**src/rtl/vedic_mult_pipe.sv**
```systemverilog
// vedic_mult_pipe: 3-stage pipelined Urdhva-Tiryagbhyam multiplier, valid/ready.
// Define VEDIC_SIGNED_EN to add the is_signed port and sign-magnitude path.
module vedic_cell #(
  parameter int N = 2
) (
  input  logic [N-1:0]   a,
  input  logic [N-1:0]   b,
  output logic [2*N-1:0] p
);
  if (N == 2) begin : g_leaf
    logic pp00, pp01, pp10, pp11, c1;
    assign pp00 = a[0] & b[0];
    assign pp01 = a[0] & b[1];
    assign pp10 = a[1] & b[0];
    assign pp11 = a[1] & b[1];
    assign c1   = pp10 & pp01;
    assign p    = {pp11 & c1, pp11 ^ c1, pp10 ^ pp01, pp00};
  end else begin : g_tree
    localparam int H = N / 2;
    typedef logic [2*N-1:0] acc_t;
    logic [N-1:0] hh, hl, lh, ll;
    vedic_cell #(.N(H)) u_hh (.a(a[N-1:H]), .b(b[N-1:H]), .p(hh));
    vedic_cell #(.N(H)) u_hl (.a(a[N-1:H]), .b(b[H-1:0]), .p(hl));
    vedic_cell #(.N(H)) u_lh (.a(a[H-1:0]), .b(b[N-1:H]), .p(lh));
    vedic_cell #(.N(H)) u_ll (.a(a[H-1:0]), .b(b[H-1:0]), .p(ll));
    assign p = acc_t'(ll)
             + (acc_t'(hl) << H)
             + (acc_t'(lh) << H)
             + (acc_t'(hh) << N);
  end
endmodule

module vedic_mult_pipe #(
  parameter  int WIDTH = 8,
  localparam int OUT_W = 2 * WIDTH
) (
  input  logic             clk,
  input  logic             rst_n,
  input  logic             in_valid,
  output logic             in_ready,
  input  logic [WIDTH-1:0] a,
  input  logic [WIDTH-1:0] b,
`ifdef VEDIC_SIGNED_EN
  input  logic             is_signed,
`endif
  output logic             out_valid,
  input  logic             out_ready,
  output logic [OUT_W-1:0] p
);
  localparam int H  = WIDTH / 2;
  localparam int SW = OUT_W + 1;
  typedef logic [SW-1:0] sum_t;

  logic             stall;
  logic             v1_q, v1_d, v2_q, v2_d, v3_q, v3_d;
  logic             sg_in, sg1_q, sg1_d, sg2_q, sg2_d;
  logic [WIDTH-1:0] a_mag, b_mag;
  logic [WIDTH-1:0] a1_q, a1_d, b1_q, b1_d;
  logic [WIDTH-1:0] pp_hh, pp_hl, pp_lh, pp_ll;
  logic [WIDTH-1:0] hh_q, hh_d, hl_q, hl_d;
  logic [WIDTH-1:0] lh_q, lh_d, ll_q, ll_d;
  logic [OUT_W-1:0] p_q, p_d, mag;
  sum_t             sum;
  logic             unused_msb;

  assign stall     = v3_q & ~out_ready;
  assign in_ready  = ~stall;
  assign out_valid = v3_q;
  assign p         = p_q;

`ifdef VEDIC_SIGNED_EN
  logic a_neg, b_neg;
  assign a_neg = is_signed & a[WIDTH-1];
  assign b_neg = is_signed & b[WIDTH-1];
  assign a_mag = a_neg ? -a : a;
  assign b_mag = b_neg ? -b : b;
  assign sg_in = a_neg ^ b_neg;
`else
  assign a_mag = a;
  assign b_mag = b;
  assign sg_in = 1'b0;
`endif

  vedic_cell #(.N(H)) u_hh (
    .a(a1_q[WIDTH-1:H]), .b(b1_q[WIDTH-1:H]), .p(pp_hh));
  vedic_cell #(.N(H)) u_hl (
    .a(a1_q[WIDTH-1:H]), .b(b1_q[H-1:0]), .p(pp_hl));
  vedic_cell #(.N(H)) u_lh (
    .a(a1_q[H-1:0]), .b(b1_q[WIDTH-1:H]), .p(pp_lh));
  vedic_cell #(.N(H)) u_ll (
    .a(a1_q[H-1:0]), .b(b1_q[H-1:0]), .p(pp_ll));

  // top carry of the 3-term sum is always zero for an exact 2*WIDTH product
  assign sum = sum_t'(ll_q)
             + (sum_t'(hl_q) << H)
             + (sum_t'(lh_q) << H)
             + (sum_t'(hh_q) << WIDTH);
  assign mag        = sum[OUT_W-1:0];
  assign unused_msb = sum[SW-1];

  always_comb begin
    v1_d  = v1_q;
    a1_d  = a1_q;
    b1_d  = b1_q;
    sg1_d = sg1_q;
    v2_d  = v2_q;
    hh_d  = hh_q;
    hl_d  = hl_q;
    lh_d  = lh_q;
    ll_d  = ll_q;
    sg2_d = sg2_q;
    v3_d  = v3_q;
    p_d   = p_q;
    if (!stall) begin
      v1_d  = in_valid;
      a1_d  = a_mag;
      b1_d  = b_mag;
      sg1_d = sg_in;
      v2_d  = v1_q;
      hh_d  = pp_hh;
      hl_d  = pp_hl;
      lh_d  = pp_lh;
      ll_d  = pp_ll;
      sg2_d = sg1_q;
      v3_d  = v2_q;
      p_d   = sg2_q ? -mag : mag;
    end
  end

  always_ff @(posedge clk) begin
    if (!rst_n) begin
      v1_q  <= 1'b0;
      a1_q  <= '0;
      b1_q  <= '0;
      sg1_q <= 1'b0;
      v2_q  <= 1'b0;
      hh_q  <= '0;
      hl_q  <= '0;
      lh_q  <= '0;
      ll_q  <= '0;
      sg2_q <= 1'b0;
      v3_q  <= 1'b0;
      p_q   <= '0;
    end else begin
      v1_q  <= v1_d;
      a1_q  <= a1_d;
      b1_q  <= b1_d;
      sg1_q <= sg1_d;
      v2_q  <= v2_d;
      hh_q  <= hh_d;
      hl_q  <= hl_d;
      lh_q  <= lh_d;
      ll_q  <= ll_d;
      sg2_q <= sg2_d;
      v3_q  <= v3_d;
      p_q   <= p_d;
    end
  end
endmodule
```
**config.mk**
```make
export PLATFORM = sky130hd
export DESIGN_NAME = vedic_mult_pipe
export DESIGN_NICKNAME = d
export VERILOG_FILES = /design/src/rtl/vedic_mult_pipe.sv
export SDC_FILE = /design/constraint.sdc
export NUM_CORES = 1
export LEC_CHECK = 0
export BUFFER_PORTS_ARGS = -buffer_cell sky130_fd_sc_hd__buf_2
export CORE_MARGIN = 2
export CORE_UTILIZATION = 66
export CTS_CLUSTER_SIZE = 20
export DETAILED_ROUTE_END_ITERATION = 8
export GPL_TIMING_DRIVEN = 1
export PLACE_DENSITY = 0.86
export SYNTH_ARGS = -nofsm -noshare
export SYNTH_HDL_FRONTEND = slang
export SYNTH_HIERARCHICAL = 1
export SYNTH_SLANG_ARGS = --single-unit
```
**constraint.sdc**
```tcl
create_clock -name clk -period 5.5 [get_ports clk]
set_input_delay 0.55 -clock clk [delete_from_list [all_inputs] [get_ports clk]]
set_output_delay 0.55 -clock clk [all_outputs]
set_load 0.02 [all_outputs]
```
==> results.toml, run 1 <==
[clocking]
clkSinkCount = 67
cts_resized = 0
worstSkewPairLatency_ns = 0.35
numCtsBuffers = 9
clk_pin_slew_ns = 0.08
postCtsHoldBufs = 0
cts_tree = "done"
h-tree-depth = 3
clockBufferDepth = 2
cts_root_buf = "clkbuf_8"
post_cts_buffers = 0

[global_routing]
grt_start_max_net_pins = 80
grt_pass1_wl_um = 17860
grt_usage = 0.2666
gr-total-overflow = 0
antenna_found_initial = 0
grt_pass1_vias = 3968

[cells_and_area]
areaGrowthSynthToFinish_pct = 6.658
regArea_mm2 = 0.001341
fin_util = 0.7284
layout-drive-gt1-share = 0.1120
design_area_mm2 = 0.005311
multi_input_area_mm2 = 0.003254
diodes = 0
n_fill_cell = 565
nets = 698

[critical_path]
path_cells = "and2_1 > ha_1 > ha_1 > fa_1 > inv_1 > fa_1 > nand2b_1 > a21oi_2 > xor2_1 > nand2_1 > a21boi_0"
critPathArrivalTime_ns = 3.20
crit_fanout = 9
required_ns = 5.77
max_stage_delay_ns = 0.55
critical_path_buf_inv_count = 1
endpoint_kind = "flop"
worst_path_max_delay_cell = "fa_1"
crit_family = "adder cells"
criticalPathCategory = "reg2reg"
start_kind = "flop"

[status]
outcome = "completed"

[placed_design]
gp_congestion = 0.8623
portBuffers = 37
placed_area_mm2 = 0.005089
post-dp-hpwl_um = 7289

[sta]
relSlewSlack = 0.2309
rsz0062_at_grt = "no"
worstMarginPinSlew_ns = 1.154
timing.hold.ws_ns = 0.4492
period_share = 0.5327
clock_skew_ns = 0.01114
fin_tns_setup_ns = 0
final-setup-viol-count = 0
hold_violations = 0
slew_viol_final = 0
max_freq_ghz = 0.3413
final.min_clock_period_ns = 2.930

[power_and_ir_drop]
p_per_area_mw_per_mm2 = 215.8
power_w = 0.001146
ir_drop_v = 0.0001514
leakagePower_nw = 2.565

[synthesis]
synth_area_mm2 = 0.004980
ys_top_cells_by_area = "dfxtp_1 (27%), ha_1 (14%), fa_1 (12%)"
synth-edff-count = 0
ys_async_sr_fraction = 0
yosys.area.top_type_share = 0.2693
ys_seq_area_frac = 0.2693
postSynthAreaPerCell_um2 = 8.556
synth_nets = 687
synth_cells = 582
synthFlopType = "dfxtp_1"
synth.yosys.warnings = 6
synth.distinct_cells = 38
yosys_register_bits = 67
yosysTopAreaCell = "dfxtp_1"

[floorplanning]
core_mm2 = 0.007292
rows = 31
die_w_um = 90.86
die_y_um = 90.86
start_util = 0.6829
io_pins = 38
die_area_mm2 = 0.008256

[detailed_routing]
viasPerCell = 5.498
drc = 0
dr.pass1.iters = 4
num_vias = 3832
drtIter0Drc = 202
wire_per_inst_um = 14.74
postRouteAntennaNets = 0
routed_wirelength_um = 10280

[worst_hold_path]
min_path_type = "in2reg"

[flow_run]
cap_viol_max_count = 0
==> cell usage after synthesis (2+ instances only) <==
| master | number |
|---|---|
| ha_1 | 56 |
| buf_4 | 17 |
| a31oi_1 | 2 |
| o21ai_0 | 5 |
| nor3b_1 | 2 |
| clkbuf_1 | 12 |
| a21oi_1 | 5 |
| nor2b_1 | 4 |
| and2_1 | 64 |
| buf_2 | 9 |
| a21o_1 | 5 |
| nand4_1 | 3 |
| xnor2_1 | 8 |
| o21ai_1 | 6 |
| fa_1 | 29 |
| a211oi_1 | 4 |
| a21boi_0 | 56 |
| nand2b_1 | 6 |
| o211a_1 | 2 |
| nor2_1 | 16 |
| inv_1 | 44 |
| or4b_1 | 4 |
| nand3_1 | 9 |
| a21oi_2 | 9 |
| nand2_1 | 122 |
| xor2_1 | 5 |
| dfxtp_1 | 67 |
==> final timing paths <==
kind                               start      end  slack, ns  cells past startpoint
worst max-delay path             b1_q[4]  hh_q[7]       2.57                     11
worst min-delay path            in_valid     v1_q       0.45                      3
worst max register to register   b1_q[4]  hh_q[7]       2.57                     11
worst min register to register   ll_q[2]  ll_q[2]       0.47                      2
==> worst min-delay path: stages <==
cell and delay [ns]:
buf_2 0.10, nand2_1 0.04, a21boi_0 0.06
==> metrics by stage <==
stage               setup slack (ns)  cells
global placement               2.681    681
CTS                            2.575    697
global route                   2.338    697
detailed placement             2.596    681
finish                         2.570    697
floorplan                      2.845    582
==> state kept, by name, indices dropped and copies added, names as in the netlist <==
register	count
ll_q	8
hh_q	8
hl_q	8
b1_q	8
v1_q	1
a1_q	8
out_valid	1
lh_q	8
p	16
v2_q	1
==> power breakdown <==
part | internal, W | total [W] | switching, W
registers | 0.000508 | 0.000533 | 0.0000250
clock network | 0.000258 | 0.000467 | 0.000208
logic | 0.0000641 | 0.000147 | 0.0000825
==> layout make-up <==
type / count / area share
multi-input cells: 431 / 0.6127
clock inverters: 7 / 0.01861
flip-flops and latches: 67 / 0.2525
repair buffers: 39 / 0.03769
inverters: 45 / 0.03180
well taps: 99 / 0.02332
clock buffers: 9 / 0.02332
==> metal layers <==
| metal | share of wire | wire (um) | track usage |
|---|---|---|---|
| met5 | 0 | 0 | 0 |
| met4 | 0.027 | 282 | 0.1073 |
| met3 | 0.032 | 333 | 0.03840 |
| met2 | 0.50 | 5124 | 0.4726 |
| met1 | 0.44 | 4535 | 0.3253 |
==> kinds of logic (layout without fill, tap and decap cells) <==
family,Yosys count,in the layout,synth area share
buf+inv,84,100,0.07864
xor+xnor,13,13,0.02286
flops,67,67,0.2693
simple gates,235,235,0.2284
fa+ha+maj,85,85,0.2573
compound gates,97,97,0.1415
mux,1,1,0.002010
==> layout by cell type (no fill, tap or decap), types with 3 or more instances in the layout <==
cell / instances
a211oi_1: 4
a21boi_0: 56
a21o_1: 5
a21oi_1: 5
a21oi_2: 9
and2_1: 64
buf_2: 37
clkbuf_8: 9
dfxtp_1: 67
fa_1: 29
ha_1: 56
inv_1: 44
nand2_1: 122
nand2b_1: 6
nand3_1: 9
nand4_1: 3
nor2_1: 16
nor2b_1: 3
o21ai_0: 5
o21ai_1: 6
or4b_1: 4
xnor2_1: 8
xor2_1: 5
No activity file was read; power rests on OpenSTA's default activity.
==> inputs of run 2 (changes only) <==
Settings changed: ABC_AREA set to 1, CORE_UTILIZATION 66 to 61, PLACE_DENSITY 0.86 to 0.81.
Clock period 5.5 ns to 2.8 ns, I/O delays scaled along.
==> results.toml, run 2 <==
[placed_design]
gp_congestion = 0.9130
pre_cts_ws_ns = -0.04119
post-dp-hpwl_um = 8056
portBuffers = 37
placed_area_mm2 = 0.005259

[critical_path]
r2r_end = "hl_q[7]"
reg2reg_slack_ns = 0.12
crit_fanout = 6
startpoint = "b1_q[0]"
ff2ff_path_depth = 18
endpoint_kind = "flop"
required_ns = 3.05
criticalPathCategory = "reg2reg"
critPathArrivalTime_ns = 2.94
start_kind = "flop"
worstReg2RegStart = "b1_q[0]"

[synthesis]
synth_most_common_cell = "inv_1"
yosys_register_bits = 67
yosysTopAreaCell = "dfxtp_1"
synth_area_mm2 = 0.005070
synth_cells = 720
ys_async_sr_fraction = 0
yosys.area.top_type_share = 0.2646
synth.yosys.warnings = 6
synth_nets = 825
postSynthAreaPerCell_um2 = 7.041
ys_top_cells_by_area = "dfxtp_1 (26%), ha_1 (14%), fa_1 (11%)"
synth.distinct_cells = 28
synthFlopType = "dfxtp_1"
synth_common_cells = "inv_1 (153), nand2_1 (136), nor2_1 (108)"
synth-edff-count = 0
ys_seq_area_frac = 0.2646

[sta]
setup_ws_ns = 0.1164
final-setup-viol-count = 0
period_share = 0.9584
final.min_clock_period_ns = 2.684
clock_skew_ns = 0.01175
slew_viol_final = 0
relSlewSlack = 0.5374
hold_violations = 0
worstMarginPinSlew_ns = 0.6928
max_freq_ghz = 0.3726

[detailed_routing]
wire_per_inst_um = 12.69
num_vias = 4299
routed_wirelength_um = 10860
drc = 0
viasPerCell = 5.022
postRouteAntennaNets = 0
dr.pass1.iters = 5
drtIter0Drc = 225

[power_and_ir_drop]
comb_power_share = 0.181
p_per_area_mw_per_mm2 = 403.3
ir_drop_v = 0.0003254
p_sw_frac = 0.3146
clkPwrFrac = 0.336
leakagePower_nw = 3.536
internal-power_w = 0.001532
switchingPower_w = 0.0007030
seq_power_share = 0.483

[cells_and_area]
fin_util = 0.6813
mostFrequentLayoutCell = "inv_1"
largest_register_ffs = 16
layout-drive-gt1-share = 0.1305
layout_common_cells = "inv_1 (152), nand2_1 (136), nor2_1 (108), o21ai_0 (61), dfxtp_1 (54)"
areaGrowthSynthToFinish_pct = 9.304
diodes = 0
design_area_mm2 = 0.005542
nets = 851

[clocking]
cts_tree = "done"
clockBufferDepth = 2
worstSkewPairLatency_ns = 0.35
h-tree-depth = 3
clk_pin_slew_ns = 0.08
cts_root_buf = "clkbuf_8"
postCtsHoldBufs = 0
clkSinkCount = 67
numCtsBuffers = 9

[global_routing]
gr-total-overflow = 0
grt_start_max_net_pins = 65
grt_pass1_vias = 3967
grt_usage = 0.2482
grt_pass1_wl_um = 17660
antenna_found_initial = 0

[worst_hold_path]
min_from = "in_valid"
min_path_type = "in2reg"
hold-path-cell-count = 3
hold_end = "v1_q"

[floorplanning]
die_area_mm2 = 0.009056
die_w_um = 95.17
io_pins = 38
die_y_um = 95.17
rows = 33
core_mm2 = 0.008134
start_util = 0.6233

[flow_run]
cap_viol_max_count = 0

[status]
outcome = "completed"
-- run 2: cell types whose count changed after synthesis, sizes merged, moves of 4 or more --
cell,before,now
or4b,4,0
nor2b,4,0
nand2b,6,0
nand2,122,137
o21ai,11,66
a21boi,56,1
a211oi,4,0
or2,0,4
nand3,9,26
and2,64,0
inv,45,154
xnor2,8,4
nor2,17,111
-- run 2: critical path, stage by stage (launching register included) --
cell and delay, ns:
dfxtp_4 0.37, nand2_1 0.08, inv_1 0.04, ha_1 0.24, ha_4 0.29, inv_1 0.05
fa_1 0.36, inv_1 0.08, ha_2 0.18, inv_1 0.05, fa_2 0.34, inv_1 0.06
nand2_1 0.04, nand2_1 0.07, nand2_1 0.05, nand2_1 0.05, nand2_1 0.04, o21ai_1 0.12
nor2_1 0.05
-- run 2: repair_timing --
action | CTS | global route
gates resized for setup | 5 | 28
setup endpoints to repair | 4 | 7
pin swaps | 0 | 3
buffers inserted | 0 | 4
-- run 2: kinds of logic (layout without fill, tap and decap cells) --
logic type,Yosys count,after routing,synth area share
adders and majority gates,85,85,0.2527
DFF,67,67,0.2646
and+or+nand+nor,285,285,0.2261
xor gates and xnor gates,7,7,0.01209
AOI/OAI and AO/OA,85,85,0.08810
buffers and inverters,191,222,0.1565
-- run 2: power by group through the flow --
stage,clock [W],combinational [W],sequential [W]
after global placement,0,0.000376,0.00110
after floorplan,0,0.000259,0.00112
after CTS,0.000768,0.000393,0.00108
after global routing,0.000807,0.000466,0.00109
after detailed placement,0,0.000388,0.00110
final,0.000750,0.000405,0.00108
-- run 2: how the worst max path moves through the flow --
stage / end / cells past startpoint
final: hl_q[7] / 18
after global routing: hl_q[7] / 18
after CTS: hl_q[7] / 18
after detailed placement: ll_q[7] / 15
after global placement: ll_q[7] / 15
after floorplan: hh_q[7] / 15
-- run 2: layer usage --
metal / vias to the layer above / GRT usage / share of wire
met1: 1935 / 0.3207 / 0.44
met4: 0 / 0.06763 / 0.015
met5: - / 0 / 0
li1: 2216 / - / -
met2: 129 / 0.4202 / 0.48
met3: 19 / 0.05296 / 0.058
-- run 2: cell type report --
type | instances | area, um^2
tap | 105 | 131.4
inverter | 154 | 578.1
sequential | 67 | 1370
clock buffer | 10 | 137.6
clock inverter | 6 | 45.04
timing repair buffer | 52 | 295.3
multi-input combinational | 462 | 2984
fill | 675 | 2592
-- run 2: stage by stage --
stage,std cells,hold slack (ns),setup TNS (ns),total power [W]
after global routing,856,0.1881,-0.02554,0.002361
after global placement,836,0.4359,0,0.001474
after floorplan,720,0.4239,0,0.001374
after detailed placement,836,0.4574,-0.07768,0.001490
final,856,0.1750,0,0.002235
after CTS,852,0.1648,0,0.002241
